File: config.mk
export PLATFORM = sky130hd
export DESIGN_NAME = uart_fifo_bridge
export DESIGN_NICKNAME = d
export VERILOG_FILES = /design/src/rtl/uart_pkg.sv /design/src/rtl/sync_fifo.sv /design/src/rtl/uart_fifo_bridge.sv
export SDC_FILE = /design/constraint.sdc
export NUM_CORES = 1
export LEC_CHECK = 0
export ABC_AREA = 1
export BUFFER_PORTS_ARGS = -buffer_cell sky130_fd_sc_hd__buf_2
export CORE_MARGIN = 2
export CORE_UTILIZATION = 61
export DETAILED_ROUTE_END_ITERATION = 8
export PLACE_DENSITY = 0.79
export SKIP_CTS_REPAIR_TIMING = 1
export SYNTH_ARGS = -nofsm -noshare
export SYNTH_HDL_FRONTEND = slang
export SYNTH_SLANG_ARGS = --single-unit
File: constraint.sdc
create_clock -name CLOCK_50 -period 3 [get_ports CLOCK_50]
set_clock_uncertainty 0.05 [all_clocks]
set_input_delay 0.45 -clock CLOCK_50 [delete_from_list [all_inputs] [get_ports CLOCK_50]]
set_output_delay 0.45 -clock CLOCK_50 [all_outputs]
set_load 0.005 [all_outputs]
File: src/rtl/uart_pkg.sv
// uart_pkg: definitions shared by the UART bridge and its helpers.
//   uart_state_e     - common RX/TX frame state encoding
//   calc_clks_per_bit - clock cycles per serial bit (integer division)
//   calc_cnt_width   - width of a counter that runs 0 .. clks_per_bit-1
package uart_pkg;

    typedef enum logic [2:0] {
        StIdle,
        StStart,
        StData,
        StParity,
        StStop
    } uart_state_e;

    function automatic int unsigned calc_clks_per_bit(input int unsigned clk_freq,
                                                      input int unsigned baud);
        return clk_freq / baud;
    endfunction

    function automatic int unsigned calc_cnt_width(input int unsigned clks_per_bit);
        return (clks_per_bit < 2) ? 1 : $clog2(clks_per_bit);
    endfunction

endpackage

File: src/rtl/sync_fifo.sv
// sync_fifo: single-clock first-word fall-through FIFO with occupancy count.
//   clk_i, rst_ni - clock, synchronous active-low reset (empties the FIFO)
//   push_i/wdata_i - write request and data; ignored when full unless popping too
//   pop_i          - read request; ignored when empty
//   rdata_o        - current head, forced to zero when empty
//   empty_o/full_o - status
//   count_o        - registered occupancy, 0 .. Depth
// Depth must be a power of two so the pointers wrap naturally.
module sync_fifo #(
    parameter int unsigned Width = 8,
    parameter int unsigned Depth = 16
) (
    input  logic                     clk_i,
    input  logic                     rst_ni,
    input  logic                     push_i,
    input  logic [Width-1:0]         wdata_i,
    input  logic                     pop_i,
    output logic [Width-1:0]         rdata_o,
    output logic                     empty_o,
    output logic                     full_o,
    output logic [$clog2(Depth):0]   count_o
);

    localparam int unsigned PtrW = $clog2(Depth);
    localparam logic [PtrW:0] FullCount = (PtrW + 1)'(Depth);

    logic [Width-1:0] mem_q [Depth];
    logic [PtrW-1:0]  wr_ptr_q;
    logic [PtrW-1:0]  rd_ptr_q;
    logic [PtrW:0]    count_q;
    logic             do_push;
    logic             do_pop;

    assign empty_o = (count_q == '0);
    assign full_o  = (count_q == FullCount);
    assign count_o = count_q;
    assign rdata_o = empty_o ? '0 : mem_q[rd_ptr_q];

    // A push into a full FIFO still lands when the head leaves in the same cycle.
    assign do_pop  = pop_i && !empty_o;
    assign do_push = push_i && (!full_o || do_pop);

    always_ff @(posedge clk_i) begin
        if (!rst_ni) begin
            wr_ptr_q <= '0;
            rd_ptr_q <= '0;
            count_q  <= '0;
        end else begin
            if (do_push) begin
                wr_ptr_q <= wr_ptr_q + 1'b1;
            end
            if (do_pop) begin
                rd_ptr_q <= rd_ptr_q + 1'b1;
            end
            unique case ({do_push, do_pop})
                2'b10:   count_q <= count_q + 1'b1;
                2'b01:   count_q <= count_q - 1'b1;
                default: count_q <= count_q;
            endcase
        end
    end

    always_ff @(posedge clk_i) begin
        if (do_push) begin
            mem_q[wr_ptr_q] <= wdata_i;
        end
    end

endmodule

File: src/rtl/uart_fifo_bridge.sv
// uart_fifo_bridge: full-duplex UART with an RX FIFO and a runtime echo mode.
//   CLOCK_50            - system clock
//   KEY                 - synchronous active-low reset
//   uart_rxd / uart_txd - serial line in / out, idle high
//   echo_en             - 1: FIFO drains into TX; 0: host valid/ready ports active
//   tx_data/tx_valid/tx_ready - host transmit handshake
//   rx_data/rx_valid/rx_ready - host receive handshake (FIFO head, fall-through)
//   rx_count            - FIFO occupancy
//   tx_busy             - frame in progress on uart_txd
//   frame_err, overrun  - sticky error flags, cleared by err_clr
// Build option: define UART_PARITY_EN to add the PARITY_ODD parameter, a parity
// bit on both directions and the sticky parity_err output.
module uart_fifo_bridge
    import uart_pkg::*;
#(
    parameter int unsigned CLK_FREQ   = 50000000,
    parameter int unsigned BAUD       = 115200,
    parameter int unsigned DATA_BITS  = 8,
    parameter int unsigned FIFO_DEPTH = 16,
    parameter int unsigned STOP_BITS  = 1
`ifdef UART_PARITY_EN
    ,
    parameter bit          PARITY_ODD = 1'b0
`endif
) (
    input  logic                          CLOCK_50,
    input  logic                          KEY,
    input  logic                          uart_rxd,
    output logic                          uart_txd,
    input  logic                          echo_en,
    input  logic [DATA_BITS-1:0]          tx_data,
    input  logic                          tx_valid,
    output logic                          tx_ready,
    output logic [DATA_BITS-1:0]          rx_data,
    output logic                          rx_valid,
    input  logic                          rx_ready,
    output logic [$clog2(FIFO_DEPTH):0]   rx_count,
    output logic                          tx_busy,
    output logic                          frame_err,
    output logic                          overrun,
    input  logic                          err_clr
`ifdef UART_PARITY_EN
    ,
    output logic                          parity_err
`endif
);

    localparam int unsigned ClksPerBit = calc_clks_per_bit(CLK_FREQ, BAUD);
    localparam int unsigned CntW       = calc_cnt_width(ClksPerBit);
    localparam int unsigned BitW       = $clog2(DATA_BITS);

    localparam logic [CntW-1:0] BitEnd   = CntW'(ClksPerBit - 1);
    localparam logic [CntW-1:0] HalfEnd  = CntW'(ClksPerBit / 2 - 1);
    localparam logic [BitW-1:0] LastData = BitW'(DATA_BITS - 1);
    localparam logic [BitW-1:0] LastStop = BitW'(STOP_BITS - 1);

    // ------------------------------------------------------------------
    // RX input synchroniser
    // ------------------------------------------------------------------
    logic rxd_meta_q;
    logic rxd_sync_q;

    always_ff @(posedge CLOCK_50) begin
        if (!KEY) begin
            rxd_meta_q <= 1'b1;
            rxd_sync_q <= 1'b1;
        end else begin
            rxd_meta_q <= uart_rxd;
            rxd_sync_q <= rxd_meta_q;
        end
    end

    // ------------------------------------------------------------------
    // RX FIFO
    // ------------------------------------------------------------------
    logic [DATA_BITS-1:0] rx_shift_q;
    logic                 rx_push_q;
    logic [DATA_BITS-1:0] fifo_rdata;
    logic                 fifo_empty;
    logic                 fifo_full;
    logic                 fifo_pop;
    logic                 host_pop;
    logic                 echo_start;

    assign rx_valid = !fifo_empty && !echo_en;
    assign rx_data  = fifo_rdata;
    assign host_pop = rx_valid && rx_ready;
    assign fifo_pop = host_pop || echo_start;

    sync_fifo #(
        .Width (DATA_BITS),
        .Depth (FIFO_DEPTH)
    ) u_rx_fifo (
        .clk_i   (CLOCK_50),
        .rst_ni  (KEY),
        .push_i  (rx_push_q),
        .wdata_i (rx_shift_q),
        .pop_i   (fifo_pop),
        .rdata_o (fifo_rdata),
        .empty_o (fifo_empty),
        .full_o  (fifo_full),
        .count_o (rx_count)
    );

    // ------------------------------------------------------------------
    // RX FSM
    // ------------------------------------------------------------------
    uart_state_e     rx_state_q;
    logic [CntW-1:0] rx_cnt_q;
    logic [BitW-1:0] rx_bit_q;
    logic            rx_par_ok_q;
    logic            rx_tick;

    assign rx_tick = (rx_cnt_q == BitEnd);

`ifdef UART_PARITY_EN
    logic rx_par_exp;
    assign rx_par_exp = (^rx_shift_q) ^ PARITY_ODD;
`endif

    always_ff @(posedge CLOCK_50) begin
        if (!KEY) begin
            rx_state_q  <= StIdle;
            rx_cnt_q    <= '0;
            rx_bit_q    <= '0;
            rx_shift_q  <= '0;
            rx_push_q   <= 1'b0;
            rx_par_ok_q <= 1'b1;
        end else begin
            rx_push_q <= 1'b0;
            unique case (rx_state_q)
                StIdle: begin
                    rx_cnt_q <= '0;
                    rx_bit_q <= '0;
                    if (!rxd_sync_q) begin
                        rx_state_q <= StStart;
                    end
                end
                StStart: begin
                    // Mid-start sample; a high line here was only a glitch.
                    if (rx_cnt_q == HalfEnd) begin
                        rx_cnt_q   <= '0;
                        rx_state_q <= rxd_sync_q ? StIdle : StData;
                    end else begin
                        rx_cnt_q <= rx_cnt_q + 1'b1;
                    end
                end
                StData: begin
                    if (rx_tick) begin
                        rx_cnt_q   <= '0;
                        rx_shift_q <= {rxd_sync_q, rx_shift_q[DATA_BITS-1:1]};
                        if (rx_bit_q == LastData) begin
`ifdef UART_PARITY_EN
                            rx_state_q <= StParity;
`else
                            rx_state_q <= StStop;
`endif
                        end else begin
                            rx_bit_q <= rx_bit_q + 1'b1;
                        end
                    end else begin
                        rx_cnt_q <= rx_cnt_q + 1'b1;
                    end
                end
`ifdef UART_PARITY_EN
                StParity: begin
                    if (rx_tick) begin
                        rx_cnt_q    <= '0;
                        rx_par_ok_q <= (rxd_sync_q == rx_par_exp);
                        rx_state_q  <= StStop;
                    end else begin
                        rx_cnt_q <= rx_cnt_q + 1'b1;
                    end
                end
`endif
                StStop: begin
                    // Leave at mid-stop so the next start edge is caught early.
                    if (rx_tick) begin
                        rx_cnt_q    <= '0;
                        rx_push_q   <= rxd_sync_q && rx_par_ok_q;
                        rx_par_ok_q <= 1'b1;
                        rx_state_q  <= StIdle;
                    end else begin
                        rx_cnt_q <= rx_cnt_q + 1'b1;
                    end
                end
                default: rx_state_q <= StIdle;
            endcase
        end
    end

    // ------------------------------------------------------------------
    // Sticky error flags: a new event wins over err_clr
    // ------------------------------------------------------------------
    logic frame_evt;
    logic overrun_evt;
    logic frame_err_q;
    logic overrun_q;

    assign frame_evt   = (rx_state_q == StStop) && rx_tick && !rxd_sync_q;
    assign overrun_evt = rx_push_q && fifo_full && !fifo_pop;

    always_ff @(posedge CLOCK_50) begin
        if (!KEY) begin
            frame_err_q <= 1'b0;
            overrun_q   <= 1'b0;
        end else begin
            if (frame_evt) begin
                frame_err_q <= 1'b1;
            end else if (err_clr) begin
                frame_err_q <= 1'b0;
            end
            if (overrun_evt) begin
                overrun_q <= 1'b1;
            end else if (err_clr) begin
                overrun_q <= 1'b0;
            end
        end
    end

    assign frame_err = frame_err_q;
    assign overrun   = overrun_q;

`ifdef UART_PARITY_EN
    logic parity_evt;
    logic parity_err_q;

    assign parity_evt = (rx_state_q == StParity) && rx_tick && (rxd_sync_q != rx_par_exp);

    always_ff @(posedge CLOCK_50) begin
        if (!KEY) begin
            parity_err_q <= 1'b0;
        end else if (parity_evt) begin
            parity_err_q <= 1'b1;
        end else if (err_clr) begin
            parity_err_q <= 1'b0;
        end
    end

    assign parity_err = parity_err_q;
`endif

    // ------------------------------------------------------------------
    // TX FSM
    // ------------------------------------------------------------------
    uart_state_e          tx_state_q;
    logic [CntW-1:0]      tx_cnt_q;
    logic [BitW-1:0]      tx_bit_q;
    logic [DATA_BITS-1:0] tx_shift_q;
    logic                 txd_q;
    logic                 tx_busy_q;
    logic                 tx_idle_q;
    logic                 tx_tick;
    logic                 host_start;
    logic [DATA_BITS-1:0] tx_src;

    // tx_idle_q is low in reset so tx_ready stays low while KEY is held.
    assign tx_ready   = tx_idle_q && !echo_en;
    assign host_start = tx_ready && tx_valid;
    assign echo_start = tx_idle_q && echo_en && !fifo_empty;
    assign tx_src     = echo_start ? fifo_rdata : tx_data;
    assign tx_tick    = (tx_cnt_q == BitEnd);

`ifdef UART_PARITY_EN
    logic tx_par_q;
`endif

    always_ff @(posedge CLOCK_50) begin
        if (!KEY) begin
            tx_state_q <= StIdle;
            tx_cnt_q   <= '0;
            tx_bit_q   <= '0;
            tx_shift_q <= '0;
            txd_q      <= 1'b1;
            tx_busy_q  <= 1'b0;
            tx_idle_q  <= 1'b0;
`ifdef UART_PARITY_EN
            tx_par_q   <= 1'b0;
`endif
        end else begin
            unique case (tx_state_q)
                StIdle: begin
                    tx_cnt_q <= '0;
                    tx_bit_q <= '0;
                    if (echo_start || host_start) begin
                        tx_shift_q <= tx_src;
`ifdef UART_PARITY_EN
                        tx_par_q   <= (^tx_src) ^ PARITY_ODD;
`endif
                        txd_q      <= 1'b0;
                        tx_busy_q  <= 1'b1;
                        tx_idle_q  <= 1'b0;
                        tx_state_q <= StStart;
                    end else begin
                        tx_idle_q <= 1'b1;
                    end
                end
                StStart: begin
                    if (tx_tick) begin
                        tx_cnt_q   <= '0;
                        txd_q      <= tx_shift_q[0];
                        tx_shift_q <= tx_shift_q >> 1;
                        tx_state_q <= StData;
                    end else begin
                        tx_cnt_q <= tx_cnt_q + 1'b1;
                    end
                end
                StData: begin
                    if (tx_tick) begin
                        tx_cnt_q <= '0;
                        if (tx_bit_q == LastData) begin
                            tx_bit_q <= '0;
`ifdef UART_PARITY_EN
                            txd_q      <= tx_par_q;
                            tx_state_q <= StParity;
`else
                            txd_q      <= 1'b1;
                            tx_state_q <= StStop;
`endif
                        end else begin
                            tx_bit_q   <= tx_bit_q + 1'b1;
                            txd_q      <= tx_shift_q[0];
                            tx_shift_q <= tx_shift_q >> 1;
                        end
                    end else begin
                        tx_cnt_q <= tx_cnt_q + 1'b1;
                    end
                end
`ifdef UART_PARITY_EN
                StParity: begin
                    if (tx_tick) begin
                        tx_cnt_q   <= '0;
                        txd_q      <= 1'b1;
                        tx_state_q <= StStop;
                    end else begin
                        tx_cnt_q <= tx_cnt_q + 1'b1;
                    end
                end
`endif
                StStop: begin
                    // tx_bit_q counts stop bits here.
                    if (tx_tick) begin
                        tx_cnt_q <= '0;
                        if (tx_bit_q == LastStop) begin
                            tx_bit_q   <= '0;
                            tx_busy_q  <= 1'b0;
                            tx_idle_q  <= 1'b1;
                            tx_state_q <= StIdle;
                        end else begin
                            tx_bit_q <= tx_bit_q + 1'b1;
                        end
                    end else begin
                        tx_cnt_q <= tx_cnt_q + 1'b1;
                    end
                end
                default: tx_state_q <= StIdle;
            endcase
        end
    end

    assign uart_txd = txd_q;
    assign tx_busy  = tx_busy_q;

endmodule

[After elaboration in Yosys (flattened, before gate mapping)]
Memory sizes are Yosys's and may differ from the RTL's. A register that Yosys moved wholly into a read port is not among the register bits.
Index checks and enable logic that the tools add are counted.
Word-level totals
  logic and storage cells: 155
  memories: 1
  register bits after elaboration: 67
  output and inout bits: 19
  bits in writable memories: 128
  input bits: 15
Memories
  u_rx_fifo.mem_q: words 16, bits a word 8, rd ports 1, clocked after Yosys merged registers in 1, wr ports 1, line sync_fifo.sv:27  | logic [Width-1:0] mem_q [Depth];
Cells by class
  muxes and demuxes: 55
  add/subtract/negate cells: 8
  equality and inequality tests: 27
  reductions and logical operators: 45
Operators by type and width (count)
  two-way mux 3 bit: 17
  two-way mux 8 bit: 6
  two-way mux 9 bit: 3
  one-hot mux 9 bit (3 select lines): 1
  != test 2 bit, second input constant: 13
  one-hot mux 3 bit (4 select lines): 2
  one-hot mux 8 bit (3 select lines): 1
  adder 9 x 1 -> 9 bit, second input constant: 2
  == test 9 bit, second input constant: 2
  one-hot mux 9 bit (2 select lines): 1
  two-way mux 1 bit: 15
  == test 3 bit, second input constant: 4
  logical AND 1 bit: 12
  AND reduction 3 bit: 4
  nonzero test 2 bit: 6
  one-hot mux 5 bit (2 select lines): 1
  AND reduction 5 bit: 2
  == test 9 x 8 -> 1 bit, second input constant: 1
  logical NOT 3 bit: 3
  one-hot mux 3 bit (3 select lines): 1
  nonzero test 3 bit: 3
  adder 4 x 1 -> 4 bit, second input constant: 2
  two-way mux 4 bit: 2
  AND reduction 4 bit: 2
  19 further kinds: 29

[Longest topological paths before layout]
Gate-level depths: netlist (run 1).
  depth after elaboration: 10
  mapped depth: 17

[By module]
Synthesis (run 1) repeated with hierarchy kept, for this count alone.
Unflattened totals
  cells, all modules: 976
  area, all modules: 9007.4 µm²
Modules (own cells, without submodules)
  sync_fifo: seq. area each 4184.0 µm², times used 1, area an instance 6148.4 µm², cells each 553
  uart_fifo_bridge: seq. area each 1081.0 µm², times used 1, area an instance 2859.0 µm², cells each 423

[Worst setup path after synthesis (run 1)]
OpenSTA, ideal clock, no wires.
  path type: reg-to-reg
  from: register u_rx_fifo.count_q[0] (netlist: u_rx_fifo.count_o[0])
  to: register u_rx_fifo.count_q[4] (netlist: u_rx_fifo.count_o[4])
  setup slack: 0.643 ns
  period minus slack after synthesis: 2.357 ns
  data required time: 2.817 ns
  cell stages (with the launch flop): 17
  arrival time: 2.174 ns
  buffers on the path: 0
  path through: dfxtp_1 -> nor2_1 -> nand3_2 -> nand2_2 -> nand2_2 -> inv_2 -> nand2_2 -> nand2_4 -> ha_1 -> xor2_1 -> ha_1 -> a21o_1 -> and3_1 -> o21bai_1 -> nand2_1 -> nand2_1 -> a21oi_1
Between the ends
  word-level cells in the longest chain between the ends: 10
  elaborated cells on any way between the ends: 17
RTL lines
  from (decl): line sync_fifo.sv:30  | logic [PtrW:0] count_q;
  from (signal assigned): line sync_fifo.sv:56  | 2'b10: count_q <= count_q + 1'b1;
  from (signal assigned): line sync_fifo.sv:57  | 2'b01: count_q <= count_q - 1'b1;
  from (signal assigned): line sync_fifo.sv:58  | default: count_q <= count_q;
  logical NOT 5 bit (*): line sync_fifo.sv:34  | assign empty_o = (count_q == '0);
  logical NOT 1 bit (*): line sync_fifo.sv:40, uart_fifo_bridge.sv:85, uart_fifo_bridge.sv:260
  logical AND 1 bit: line uart_fifo_bridge.sv:85  | assign rx_valid = !fifo_empty && !echo_en;
  logical AND 1 bit: line uart_fifo_bridge.sv:87  | assign host_pop = rx_valid && rx_ready;
  logical OR 1 bit: line uart_fifo_bridge.sv:88  | assign fifo_pop = host_pop || echo_start;
  logical AND 1 bit (*): line sync_fifo.sv:40  | assign do_pop = pop_i && !empty_o;
  net u_rx_fifo.do_pop: line sync_fifo.sv:32  | logic do_pop;
  logical OR 1 bit: line sync_fifo.sv:41  | assign do_push = push_i && (!full_o || do_pop);
  logical AND 1 bit: line sync_fifo.sv:41
  == test 2 x 1 -> 1 bit or == test 2 bit (tied branches): line sync_fifo.sv:55  | unique case ({do_push, do_pop})
  one-hot mux 5 bit (2 select lines) or nonzero test 2 bit (tied branches)
The timed path passes the listed nets; every way through them passes the cells marked *.
A chain may end at the register's enable or synchronous reset.

==> results of run 1 <==
-- worst paths after layout --
| kind | start | to | slack (ps) | cells after the start |
|---|---|---|---|---|
| setup / recovery | flip-flop | rx_data[0] | 150 | 6 |
| hold / removal | uart_rxd | rxd_meta_q$_SDFF_PN1_ | 160 | 2 |
| setup reg to reg | u_rx_fifo.count_o[0]$_SDFFE_PN0P_ | u_rx_fifo.count_o[4]$_SDFFE_PN0P_ | 260 | 17 |
| hold reg to reg | rxd_meta_q$_SDFF_PN1_ | rxd_sync_q$_SDFF_PN1_ | 370 | 1 |
-- cells by family (layout without fill, tap and decap cells) --
logic type	after synthesis	in the layout	synth area share, %
and+or+nand+nor	459	459	22.85
DFF	199	199	58.02
AOI/OAI and AO/OA	152	152	9.458
buffers and inverters	137	185	6.287
adders and majority gates	19	19	2.620
xor gates and xnor gates	8	8	0.7721
-- cells in the final DEF, fill, tap and decap left out, types with 2 or more instances in the layout --
cell	synthesis	layout
sky130_fd_sc_hd__nor2_1	169	169
sky130_fd_sc_hd__nand2_1	157	157
sky130_fd_sc_hd__edfxtp_1	128	128
sky130_fd_sc_hd__inv_1	88	88
sky130_fd_sc_hd__nand3_1	86	86
sky130_fd_sc_hd__dfxtp_1	71	70
sky130_fd_sc_hd__a21oi_1	56	56
sky130_fd_sc_hd__o21ai_0	51	51
sky130_fd_sc_hd__buf_2	10	33
sky130_fd_sc_hd__ha_1	19	18
sky130_fd_sc_hd__clkbuf_16	0	17
sky130_fd_sc_hd__o21ai_1	15	15
sky130_fd_sc_hd__inv_2	14	14
sky130_fd_sc_hd__buf_4	4	14
sky130_fd_sc_hd__o211ai_1	13	13
sky130_fd_sc_hd__xor2_1	8	8
sky130_fd_sc_hd__nand2_2	7	7
sky130_fd_sc_hd__nor3_1	6	6
sky130_fd_sc_hd__nand4_1	4	4
sky130_fd_sc_hd__and3_1	4	4
sky130_fd_sc_hd__clkbuf_1	12	4
sky130_fd_sc_hd__clkinv_2	0	4
sky130_fd_sc_hd__a21oi_2	3	3
sky130_fd_sc_hd__nor3_2	3	3
sky130_fd_sc_hd__o22ai_1	3	3
sky130_fd_sc_hd__nand3_2	3	3
sky130_fd_sc_hd__nand2_4	3	3
sky130_fd_sc_hd__clkinv_1	2	3
sky130_fd_sc_hd__nand3_4	3	3
sky130_fd_sc_hd__clkinvlp_4	0	3
sky130_fd_sc_hd__nor3b_2	2	2
sky130_fd_sc_hd__or2_2	2	2
sky130_fd_sc_hd__a211oi_1	2	2
sky130_fd_sc_hd__o21bai_1	2	2
sky130_fd_sc_hd__nor2_2	2	2
sky130_fd_sc_hd__nor2_4	2	2
sky130_fd_sc_hd__a211oi_2	2	2
sky130_fd_sc_hd__clkbuf_8	0	2
-- stage by stage --
| stage | power [mW] | std cells | hold slack, ps | area [um^2] |
|---|---|---|---|---|
| global placement | 5.911 | 1174 | 350.4 | 9425 |
| CTS | 8.074 | 1206 | 154.7 | 9970 |
| detailed placement | 5.973 | 1174 | 358.7 | 9425 |
| floorplan | 5.291 | 974 | 342.5 | 9075 |
| finish | 8.063 | 1206 | 157.6 | 9972 |
| global route | 8.565 | 1206 | 144.5 | 9972 |
-- power breakdown --
part	total, mW	internal, mW	switching (mW)
logic	2.76	0.931	1.83
registers	3.18	3.05	0.135
clock network	2.12	1.18	0.940
-- registers in the layout, indices dropped and copies added (netlist names), named ones only --
name and count:
frame_err 1, rxd_sync_q 1, tx_shift_q 8, rx_shift_q 8, rx_push_q 1, rx_state_q 3, tx_state_q 3, u_rx_fifo.count_o 5
tx_busy 1, tx_idle_q 1, u_rx_fifo.mem_q 128, tx_cnt_q 9, tx_bit_q 3, rx_bit_q 3, u_rx_fifo.rd_ptr_q 4, u_rx_fifo.wr_ptr_q 4
overrun 1, rxd_meta_q 1, rx_cnt_q 9, uart_txd 1
-- metal layers --
layer / GRT usage, % / share of wire, % / up-vias
met5: 0 / 0 / -
met4: 9.890 / 2.7 / 0
met3: 5.395 / 6.8 / 38
met2: 40.26 / 46 / 242
met1: 35.53 / 44 / 3224
li1: - / - / 3337
-- final cells by class --
class	count	area (um^2)
Clock inverter	9	76.32
Inverter	105	399.1
Multi-Input combinational cell	638	3242
Tap cell	184	230.2
Timing Repair Buffer	48	290.3
Fill cell	1125	4562
Sequential cell	199	5266
Clock buffer	23	467.9
==> impl_metrics.yaml, run 1 <==
clock_network:
  clkSlewWorstSetupHoldPaths_ps: 60
  cts-buffers-inserted: 17
  clockBufferDepth: 2
  cts_htree_levels: 4
  cts.sink_count: 199
  clock_tree_from_tritoncts: "built"
  clock_insertion_delay_worst_skew_ps: 430
  ctsRootBufferMaster: "sky130_fd_sc_hd__clkbuf_16"
synth:
  yosys.area.top_type_share_pct: 42.35
  synth_area_leaders: "sky130_fd_sc_hd__edfxtp_1, sky130_fd_sc_hd__dfxtp_1, sky130_fd_sc_hd__nor2_1, sky130_fd_sc_hd__nand2_1, sky130_fd_sc_hd__nand3_1"
  synth_flop_cell: "sky130_fd_sc_hd__edfxtp_1"
  synth.net_count: 1008
  yosys_register_bits: 199
  netlist_area_um2: 9075
  synth_top_area_cell: "sky130_fd_sc_hd__edfxtp_1"
  yosysMostFrequentCell: "sky130_fd_sc_hd__nor2_1"
  netlist-cell-type-count: 49
  synth_top_cells_by_count: "sky130_fd_sc_hd__nor2_1, sky130_fd_sc_hd__nand2_1, sky130_fd_sc_hd__edfxtp_1, sky130_fd_sc_hd__inv_1, sky130_fd_sc_hd__nand3_1"
  synth_async_sr_flop_share_pct: 0
  synth-edff-count: 128
  syn_avg_cell_area_um2: 9.317
  synthCells: 974
  synth_seq_area_share_pct: 58.02
  yosys_warning_count: 0
sta:
  maxSlewViolCount: 0
  layout_min_cycle_time_ps: 2854
  setup_viol: 0
  setup_repair_after_global_routing_missed_its_margin: "false"
  layout_worst_path_cycle_share_pct: 95.12
  final-hold-violation-count: 0
  max_freq_mhz: 350.4
  totalNegativeSetupSlack_ps: 0
  post-route-worst-setup-slack_ps: 146.3
  tightest_slew_ps: 823.8
  relSlewSlack_pct: 44.74
critical_path:
  cell_family_with_the_largest_share_of_critical_path_delay: "buffers and inverters"
  cp.arrival_ps: 2350
  worst_setup_path_start_kind: "flip-flop"
  crit_path_top_delay_cell: "sky130_fd_sc_hd__inv_2"
  worst_path_largest_cell_delay_ps: 560
  crit_top_cell: "sky130_fd_sc_hd__nand3_1"
  critPathKind: "flip-flop to output pin"
  setup.worst_path.end_class: "output pin"
  path_cells: "inv_2, o21ai_0, nand3_1, nand3_1, a21oi_1, buf_2"
  path_buf_inv: 2
  cp.required_ps: 2500
  crit_path_max_fanout: 47
grt:
  antenna_found_initial: 0
  grt_pass1_wl_mm: 31.89
  pin_count_of_the_biggest_net_entering_global_routing: 82
  overflow_left_after_global_routing: 0
  grt_util_all_layers_pct: 25.68
  via_count_of_the_first_global_routing_pass: 6351
placement:
  pre_cts_ws_ps: 226.3
  gp_congestion: 0.8429
  detailedPlacementHpwl_mm: 12.72
  port_buffers: 33
route:
  routedWlPerCell_um: 16.25
  drt_drc_violations_left: 0
  final_antenna_net_count: 0
  vias_per_std_cell: 5.672
  totalWireLength_mm: 19.60
  drtIter0Drc: 639
  route.vias.total: 6841
  drt_first_pass_iters: 5
floorplanning:
  initial_utilization_pct: 62.44
  dieArea_um2: 15870
  die_width_um: 126.0
  ioPinCount: 34
  rows: 44
  die_y_um: 126.0
  core_area_um2: 14530
pwr:
  max-vdd-ir-drop_mv: 0.5209
  power.density_nw_per_um2: 808.6
  leakage_nw: 4.110
cells_and_area:
  post_route_cells_drive_above_1_share_pct: 12.62
  syn2layout_area_growth_pct: 9.886
  finish.net_count: 1043
  antenna-diode-count: 0
  post-route-util_pct: 68.61
job:
  maxCapViolations: 0
hold_path:
  holdCritPathClass: "primary input to flip-flop"
outcome:
  run_status: "finished, final reports clean"
(Power assumes the default switching activity.)
==> run 2, diff against run 1 <==
--- a/config.mk
+++ b/config.mk
@@ -7,10 +7,12 @@
 export LEC_CHECK = 0
 export ABC_AREA = 1
 export BUFFER_PORTS_ARGS = -buffer_cell sky130_fd_sc_hd__buf_2
+export CELL_PAD_IN_SITES_DETAIL_PLACEMENT = 0
+export CELL_PAD_IN_SITES_GLOBAL_PLACEMENT = 1
 export CORE_MARGIN = 2
-export CORE_UTILIZATION = 61
+export CORE_UTILIZATION = 48
 export DETAILED_ROUTE_END_ITERATION = 8
-export PLACE_DENSITY = 0.79
+export PLACE_DENSITY_LB_ADDON = 0.1
 export SKIP_CTS_REPAIR_TIMING = 1
 export SYNTH_ARGS = -nofsm -noshare
 export SYNTH_HDL_FRONTEND = slang
==> run 2 against run 1 <==
Compared with the run above: critical path depth is the same; core utilization shrank 14 points; sequential share of layout area shrank 0.66 points; setup slack gained 110 ps; maximum frequency grew 3.9%; non-clock buffer count grew 3; via count shrank 5.2%; register-to-register slack gained 40 ps; first-iteration DRC count shrank 38%; die area grew 26%; clock power grew 9%; critical endpoint is now rx_data[1]; highest routed layer unchanged.
==> impl_metrics.yaml, run 2 (synthesis results as in run 1) <==
floorplanning:
  die_y_um: 141.5
  ioPinCount: 34
  core_area_um2: 18640
  die_width_um: 141.5
  dieArea_um2: 20020
  initial_utilization_pct: 48.68
  rows: 50
grt:
  antenna_found_initial: 0
  pin_count_of_the_biggest_net_entering_global_routing: 82
  via_count_of_the_first_global_routing_pass: 6061
  grt_util_all_layers_pct: 21.22
  grt_pass1_wl_mm: 32.58
  overflow_left_after_global_routing: 0
clock_network:
  clockBufferDepth: 2
  cts-buffers-inserted: 17
  cts_htree_levels: 4
  clock_tree_from_tritoncts: "built"
  ctsRootBufferMaster: "sky130_fd_sc_hd__clkbuf_16"
  clock_insertion_delay_worst_skew_ps: 430
  clkSlewWorstSetupHoldPaths_ps: 70
  cts.sink_count: 199
cells_and_area:
  final_cells: 1259
  post_route_cells_drive_above_1_share_pct: 12.98
  final.fill_count: 1762
  layout.cells.most_common: "sky130_fd_sc_hd__nor2_1"
  largest_regs: "u_rx_fifo.mem_q: 128 flops, rx_cnt_q: 9 flops, tx_cnt_q: 9 flops"
  largest_register_ffs: 128
  finish.net_count: 1046
  registers.top_by_ff_count: "u_rx_fifo.mem_q"
  final_std_cell_area_no_fill_um2: 10100
  antenna-diode-count: 0
  top_library_cells_by_usage_in_the_layout_fill_and_taps_aside: "sky130_fd_sc_hd__nor2_1, sky130_fd_sc_hd__nand2_1, sky130_fd_sc_hd__edfxtp_1"
  syn2layout_area_growth_pct: 11.28
critical_path:
  cp.required_ps: 2500
  cp.arrival_ps: 2250
  setup.worst_path.end_class: "output pin"
  cell_family_with_the_largest_share_of_critical_path_delay: "buffers and inverters"
  critPathKind: "flip-flop to output pin"
  crit_path_max_fanout: 47
  crit_top_cell: "sky130_fd_sc_hd__nand3_1"
  worst_path_largest_cell_delay_ps: 560
  crit_path_top_delay_cell: "sky130_fd_sc_hd__inv_2"
  path_cells: "inv_2, o21ai_0, nand3_1, nand3_1, a21oi_1, buf_2"
  worst_setup_path_start_kind: "flip-flop"
  path_buf_inv: 2
placement:
  placed_cells: 1227
  port_buffers: 33
  gp_congestion: 0.8462
  dpl-instance-area_um2: 9510
  detailedPlacementHpwl_mm: 13.68
sta:
  hold-worst-slack_ps: 148.5
  max_freq_mhz: 363.9
  final-hold-violation-count: 0
  layout_worst_path_cycle_share_pct: 91.59
  maxSlewViolCount: 0
  setup_repair_after_global_routing_missed_its_margin: "false"
  layout_min_cycle_time_ps: 2748
  tightest_slew_ps: 880.4
  setup_viol: 0
  totalNegativeSetupSlack_ps: 0
  relSlewSlack_pct: 41.22
hold_path:
  holdCritPathClass: "primary input to flip-flop"
route:
  routedWlPerCell_um: 16.16
  route.vias.total: 6486
  drt_first_pass_iters: 5
  vias_per_std_cell: 5.152
  drtIter0Drc: 397
  drt_drc_violations_left: 0
  final_antenna_net_count: 0
  totalWireLength_mm: 20.34
pwr:
  power.density_nw_per_um2: 813.8
  max-vdd-ir-drop_mv: 0.4360
  totalPowerFinal_mw: 8.218
  leakage_nw: 4.151
job:
  maxCapViolations: 0
outcome:
  run_status: "finished, final reports clean"
## run 2: power breakdown
part / total [mW] / switching, mW / leakage [nW] / internal, mW
Sequential: 3.18 / 0.135 / 1.92 / 3.04
Clock: 2.31 / 0.994 / 0.284 / 1.31
Combinational: 2.73 / 1.80 / 1.95 / 0.930
Total: 8.22 / 2.93 / 4.15 / 5.29
## run 2: worst paths after layout
kind                                       end  slack, ps                         startpoint  cells after the start
max                                 rx_data[1]        250                          flip-flop                      6
min                      rxd_meta_q$_SDFF_PN1_        150                           uart_rxd                      2
max reg2reg  u_rx_fifo.count_o[4]$_SDFFE_PN0P_        300  u_rx_fifo.count_o[0]$_SDFFE_PN0P_                     17
min reg2reg              rxd_sync_q$_SDFF_PN1_        370              rxd_meta_q$_SDFF_PN1_                      1
## run 2: metrics by stage
stage / setup WS, ps / utilization, %
after CTS: 192.3 / 54.17
final: 252.2 / 54.17
after global placement: 370.5 / 51.01
after floorplan: 643.1 / -
after detailed placement: 307.4 / 51.01
after global routing: 33.82 / 54.17
## run 2: cell type report
type | instances | area [um^2] | share of cell area [%]
Sequential cell | 199 | 5266 | 52.15
Multi-Input combinational cell | 638 | 3239 | 32.08
Clock buffer | 20 | 436.7 | 4.324
Inverter | 105 | 399.1 | 3.952
Timing Repair Buffer | 51 | 312.8 | 3.098
Tap cell | 234 | 292.8 | 2.899
Clock inverter | 12 | 151.4 | 1.499
## run 2: routing by layer
layer  vias up  global-route usage (%)  routed length, um  part of all wire [%]
met4         0                   7.947                455                   2.2
met2        89                   36.48              10180                    50
met1      3039                   27.48               9193                    45
met5         -                       0                  0                     0
li1       3333                       -                  -                     -
met3        25                   2.902                512                   2.5
